**src/rtl/slot_free_list_if.sv**
```systemverilog
// slot_free_list_if: issue/return/flush bundle between dispatch, commit and the slot free list.
interface slot_free_list_if #(parameter int N = 32, parameter int IDX_W = $clog2(N));
   logic             flush;
   logic             alloc_req;
   logic             alloc_gnt;
   logic [IDX_W-1:0] alloc_idx;
   logic             rel0_vld;
   logic [IDX_W-1:0] rel0_idx;
   logic             rel1_vld;
   logic [IDX_W-1:0] rel1_idx;
   logic [IDX_W:0]   free_cnt;
   logic             empty;
   logic             rel_err;
   modport master (output flush, alloc_req, rel0_vld, rel0_idx, rel1_vld, rel1_idx,
                   input alloc_gnt, alloc_idx, free_cnt, empty, rel_err);
   modport slave  (input flush, alloc_req, rel0_vld, rel0_idx, rel1_vld, rel1_idx,
                   output alloc_gnt, alloc_idx, free_cnt, empty, rel_err);
endinterface

```
**src/rtl/slot_free_list.sv**
```systemverilog
// slot_free_list: bitmap slot pool; grants the lowest free index per cycle, takes back up to two slots.
// Slot i lives at free_map[N-1-i], so the lowest index is the most significant set bit.
module slot_free_list #(parameter int N = 32, parameter int IDX_W = $clog2(N)) (
   input logic clk,
   input logic rst_n,
   slot_free_list_if.slave bus
);
   logic [N-1:0]     free_map, alloc_mask, d0, d1, map_next;
   logic [IDX_W-1:0] sel, alloc_idx;
   logic [IDX_W:0]   free_cnt, cnt_next;
   logic             taken, ok0, ok1, alloc_gnt, empty, rel_err;
   always_comb begin
      sel = '0;
      for (int i = N - 1; i >= 0; i--) if (free_map[N-1-i]) sel = IDX_W'(i);
      taken = bus.alloc_req && |free_map;
      alloc_mask = '0;
      d0 = '0;
      d1 = '0;
      for (int i = 0; i < N; i++) begin
         alloc_mask[N-1-i] = taken && sel == IDX_W'(i);
         d0[N-1-i] = bus.rel0_idx == IDX_W'(i);
         d1[N-1-i] = bus.rel1_idx == IDX_W'(i);
      end
      // a return is legal only for an in-range, currently allocated slot; a slot being granted is still free here
      ok0 = bus.rel0_vld && |(d0 & ~free_map);
      ok1 = bus.rel1_vld && |(d1 & ~free_map) && !(bus.rel0_vld && bus.rel0_idx == bus.rel1_idx);
      map_next = (free_map & ~alloc_mask) | (ok0 ? d0 : '0) | (ok1 ? d1 : '0);
      cnt_next = free_cnt - (IDX_W+1)'(taken) + (IDX_W+1)'(ok0) + (IDX_W+1)'(ok1);
   end
   always_ff @(posedge clk or negedge rst_n)
      if (!rst_n) begin
         free_map  <= '1;
         free_cnt  <= (IDX_W+1)'(N);
         empty     <= 1'b0;
         alloc_gnt <= 1'b0;
         alloc_idx <= '0;
         rel_err   <= 1'b0;
      end else if (bus.flush) begin
         free_map  <= '1;
         free_cnt  <= (IDX_W+1)'(N);
         empty     <= 1'b0;
         alloc_gnt <= 1'b0;
         rel_err   <= 1'b0;
      end else begin
         free_map  <= map_next;
         free_cnt  <= cnt_next;
         empty     <= cnt_next == '0;
         alloc_gnt <= taken;
         if (taken) alloc_idx <= sel;
         rel_err   <= (bus.rel0_vld && !ok0) || (bus.rel1_vld && !ok1);
      end
   assign bus.alloc_gnt = alloc_gnt;
   assign bus.alloc_idx = alloc_idx;
   assign bus.free_cnt  = free_cnt;
   assign bus.empty     = empty;
   assign bus.rel_err   = rel_err;
endmodule

```
**src/flat_wrapper.sv**
```systemverilog
// flat-port wrapper written by rule: the top's interface ports become plain ports
module slot_free_list_flat 
#(parameter int N = 32, parameter int IDX_W = $clog2(N))
  (clk, rst_n, bus_flush, bus_alloc_req, bus_rel0_vld, bus_rel0_idx, bus_rel1_vld, bus_rel1_idx, bus_alloc_gnt, bus_alloc_idx, bus_free_cnt, bus_empty, bus_rel_err);
  slot_free_list_if #(.N(N), .IDX_W(IDX_W)) bus_i ();
  input logic clk;
  input logic rst_n;
  input wire logic [$bits(bus_i.flush)-1:0] bus_flush;
  input wire logic [$bits(bus_i.alloc_req)-1:0] bus_alloc_req;
  input wire logic [$bits(bus_i.rel0_vld)-1:0] bus_rel0_vld;
  input wire logic [$bits(bus_i.rel0_idx)-1:0] bus_rel0_idx;
  input wire logic [$bits(bus_i.rel1_vld)-1:0] bus_rel1_vld;
  input wire logic [$bits(bus_i.rel1_idx)-1:0] bus_rel1_idx;
  output wire logic [$bits(bus_i.alloc_gnt)-1:0] bus_alloc_gnt;
  output wire logic [$bits(bus_i.alloc_idx)-1:0] bus_alloc_idx;
  output wire logic [$bits(bus_i.free_cnt)-1:0] bus_free_cnt;
  output wire logic [$bits(bus_i.empty)-1:0] bus_empty;
  output wire logic [$bits(bus_i.rel_err)-1:0] bus_rel_err;
  assign bus_i.flush = bus_flush;
  assign bus_i.alloc_req = bus_alloc_req;
  assign bus_i.rel0_vld = bus_rel0_vld;
  assign bus_i.rel0_idx = bus_rel0_idx;
  assign bus_i.rel1_vld = bus_rel1_vld;
  assign bus_i.rel1_idx = bus_rel1_idx;
  assign bus_alloc_gnt = bus_i.alloc_gnt;
  assign bus_alloc_idx = bus_i.alloc_idx;
  assign bus_free_cnt = bus_i.free_cnt;
  assign bus_empty = bus_i.empty;
  assign bus_rel_err = bus_i.rel_err;
  slot_free_list #(.N(N), .IDX_W(IDX_W)) u_core (.clk(clk), .rst_n(rst_n), .bus(bus_i));
endmodule
```
**config.mk**
```make
export PLATFORM = sky130hd
export DESIGN_NAME = slot_free_list_flat
export DESIGN_NICKNAME = d
export VERILOG_FILES = /design/src/rtl/slot_free_list_if.sv /design/src/rtl/slot_free_list.sv /design/src/flat_wrapper.sv
export SDC_FILE = /design/constraint.sdc
export NUM_CORES = 1
export LEC_CHECK = 0
export ABC_CLOCK_PERIOD_IN_PS = 10100
export BUFFER_PORTS_ARGS = -buffer_cell sky130_fd_sc_hd__buf_2
export CORE_ASPECT_RATIO = 0.9
export CORE_MARGIN = 8
export CORE_UTILIZATION = 50
export CTS_BUF_LIST = sky130_fd_sc_hd__clkbuf_16
export CTS_CLUSTER_SIZE = 30
export DETAILED_ROUTE_END_ITERATION = 16
export GPL_TIMING_DRIVEN = 0
export PLACE_DENSITY = 0.68
export SLEW_MARGIN = 30
export SYNTH_ARGS = -nofsm -noshare
export SYNTH_HDL_FRONTEND = slang
export SYNTH_SLANG_ARGS = --single-unit
```
**constraint.sdc**
```tcl
create_clock -name clk -period 10.1 [get_ports clk]
set_input_delay 2.02 -clock clk [delete_from_list [all_inputs] [get_ports clk]]
set_output_delay 2.02 -clock clk [all_outputs]
set_load 0.02 [all_outputs]
```
==> metrics.yaml <==
timing:
  hold_viol_final: 0
  max_freq_mhz: 182
  rsz0062_at_grt: "false"
  tns_ns: 0
  clock_skew_ns: 0.00539
  finalSetupViolCount: 0
  slew_violations: 0
  relSlewSlack_pct: 30.4
  worst_pin_slew_ns: 1.04
  timing.final.crit_share_pct: 54.3
  period_needed_ns: 5.48
  fin_ws_ns: 4.62
cells_and_area:
  final_cell_mix: "40 x buf_2, 34 x nor2_1, 33 x dfstp_2"
  drive_above_1_share_pct: 21.3
  layout_commonest_cell: "buf_2"
  fin_nets: 552
  area_growth_pct: 9.50
  antennaDiodeCount: 0
  final_area_mm2: 0.00469
global_routing:
  gr-usage-all-layers_pct: 29.3
  antenna_found_initial: 0
  grt_overflow: 0
  grt_max_degree: 47
  grt_pass1_wl_um: 26400
  first_global_vias: 4337
place:
  dpl_cell_area_mm2: 0.00455
  gp_congestion: 0.999
  portBuffers: 23
  dp_slack_ns: 4.38
  place.detailed.hpwl_um: 12900
power_and_ir_drop:
  seqPwrFrac_pct: 37.8
  powerDensity_mw_per_mm2: 118
  comb_power_share_pct: 32.5
  switchingPower_uw: 198
  peakVddDrop_mv: 0.104
  p_leak_nw: 1.63
  netSwitchingFraction_pct: 35.9
  p_clk_share_pct: 29.7
  p_int_uw: 354
flow_run:
  max-cap-violations: 0
run_status:
  status: "completed"
synth:
  synth_top_cell_area_share_pct: 20.3
  ys.flop_type: "dfstp_2"
  synth-xor-area-share_pct: 1.84
  synth_area_leader_cell: "dfstp_2"
  yosysWarnings: 0
  synth-simple-area-share_pct: 27.3
  ys_seq_elements: 46
  synth_fa_ha_area_share_pct: 2.40
  synth_area_mm2: 0.00428
  muxShareOfSynthArea_pct: 3.13
  syn-num-nets: 522
  synth-edff-count: 0
  syn_area_per_cell_um2: 8.58
  ys_seq_area_share_pct: 27.9
  synth_compound_area_share_pct: 30.0
  synth_cell_type_count: 82
  async_reset_ff_share_pct: 100
  synth_top_family_by_area: "compound AO/OA/AOI/OAI gates"
  netlist_instances: 499
  yosys-top-cells-area: "dfstp_2 20%, dfrtp_1 7.6%, o31ai_1 5.6%, o2111ai_1 4.9%, nor2_1 3.0%"
floorplanning:
  io_pins: 30
  die_area_mm2: 0.0118
  fp.dieW_um: 114
  die_h_um: 104
  core_mm2: 0.00845
  fp-row-count: 32
  initial_core_util_pct: 50.7
worst_setup_path:
  max_stage_delay_ns: 0.46
  cp_max_fo: 10
  r2r-start: "u_core.free_map[31]"
  slowest_stage: "nor2b_1"
  crit_path_start_kind: "primary input"
  required_ns: 10.31
  cp.arrival_ns: 5.70
  startpoint: "bus_rel0_idx[2]"
  path_class: "in -> reg"
  path_cells: "buf_2, buf_6, buf_6, nor2b_1, a21boi_0, a2111oi_2, o211ai_4, a211o_1, nand2_1, ha_1, inv_1, fa_1, a21o_1, a21oi_1, o21bai_1, a211oi_1, a21oi_1, nor3_1"
  worst_setup_path_end_kind: "flop"
routing:
  vias: 4625
  vias_per_cell: 7.13
  ant_nets: 0
  drt_iter0_markers: 575
  drc: 0
  wl_um: 17400
  drtPass1Iterations: 5
  wire_per_inst_um: 26.8
clock_tree:
  cts_tree: "done"
  cts_buffer_depth: 2
  numClockSinks: 46
  cts.clk_slew.worst_paths_ns: 0.07
  cts_root_buf: "clkbuf_16"
  cts_made_buffers: 5
  htree_num_levels: 2
  cts_hold_repair.buffers: 0
  ctsResizeCount: 0
  post_cts_buffers: 0
  clk_latency_ns: 0.29
hold_path:
  hp-start: "u_core.bus.alloc_idx[3]"
  min-delay-path-class: "reg -> reg"
-- power by group through the flow --
stage | clock network, mW | logic (mW) | registers (mW)
2_1_floorplan | 0 | 0.114 | 0.223
3_3_place_gp | 0 | 0.173 | 0.210
3_5_place_dp | 0 | 0.177 | 0.211
4_1_cts | 0.164 | 0.178 | 0.209
5_1_grt | 0.170 | 0.198 | 0.210
6_report | 0.164 | 0.180 | 0.208
-- final cells by class --
type	instances	area, um2
inverter	24	90.1
clock inverter	3	15.0
buffer	40	230
sequential	46	1190
multi-input combinational	389	2770
clock buffer	5	125
tap	119	149
timing repair buffer	23	118
fill	802	3760
-- path summary, 6_finish.rpt --
path | endpoint | slack [ns] | cells after the start
max | u_core.bus.empty | 4.62 | 18
min | u_core.bus.alloc_idx[3] | 0.47 | 1
max reg2reg | u_core.bus.empty | 6.26 | 16
min reg2reg | u_core.bus.alloc_idx[3] | 0.47 | 1
max in group asynchronous | u_core.bus.rel_err | 7.98 | 1
min in group asynchronous | u_core.bus.alloc_gnt | 1.73 | 1
-- stage by stage --
stage | hold WS [ns] | instances | utilization (%) | total power, mW
2_1_floorplan | 0.497 | 499 | - | 0.337
5_1_grt | 0.498 | 649 | 55.5 | 0.578
3_5_place_dp | 0.461 | 641 | 53.8 | 0.388
4_1_cts | 0.475 | 649 | 55.5 | 0.550
3_3_place_gp | 0.455 | 641 | 53.8 | 0.383
6_report | 0.472 | 649 | 55.5 | 0.552
-- layer usage --
| metal | routed length (um) | GRT usage, % | vias to the layer above |
|---|---|---|---|
| li1 | - | - | 2029 |
| met1 | 7180 | 40.1 | 2181 |
| met2 | 6950 | 40.6 | 345 |
| met3 | 2450 | 10.3 | 70 |
| met4 | 827 | 11.7 | 0 |
| met5 | 0 | 1.33 | - |
-- synthesized netlist by cell type, drive strengths merged (6+ instances only) --
| master | count |
|---|---|
| nand3 | 11 |
| dfrtp | 13 |
| o221ai | 11 |
| or4 | 6 |
| a31oi | 8 |
| o31ai | 33 |
| nand4 | 12 |
| o211ai | 16 |
| mux2 | 6 |
| inv | 23 |
| dfstp | 33 |
| or3 | 6 |
| clkbuf | 9 |
| o2111ai | 24 |
| xnor2 | 7 |
| o21ai | 11 |
| nand2 | 30 |
| nor4 | 16 |
| nor2b | 13 |
| a21oi | 16 |
| nand2b | 12 |
| nor3 | 19 |
| buf | 31 |
| nor2 | 34 |
-- logic make-up (layout without fill, tap and decap cells) --
kind of cell	count (synthesis)	after routing
simple gates	199	199
compound gates	163	163
flops	46	46
buf+inv	64	95
xor+xnor	9	9
fa+ha+maj	7	7
mux	11	11
-- sequential cells by signal, summed over array words and instances (netlist names) --
name / flops
u_core.bus.rel_err: 1
u_core.free_map: 32
u_core.bus.alloc_gnt: 1
u_core.bus.free_cnt: 6
u_core.bus.alloc_idx: 5
u_core.bus.empty: 1
-- critical path, delay by kind of cell --
family,cells,cell delay [ns]
fa+ha+maj,2,0.66
compound gates,9,1.86
simple gates,3,0.74
buf+inv,4,0.41
Power figures use the tool's default switching activity.
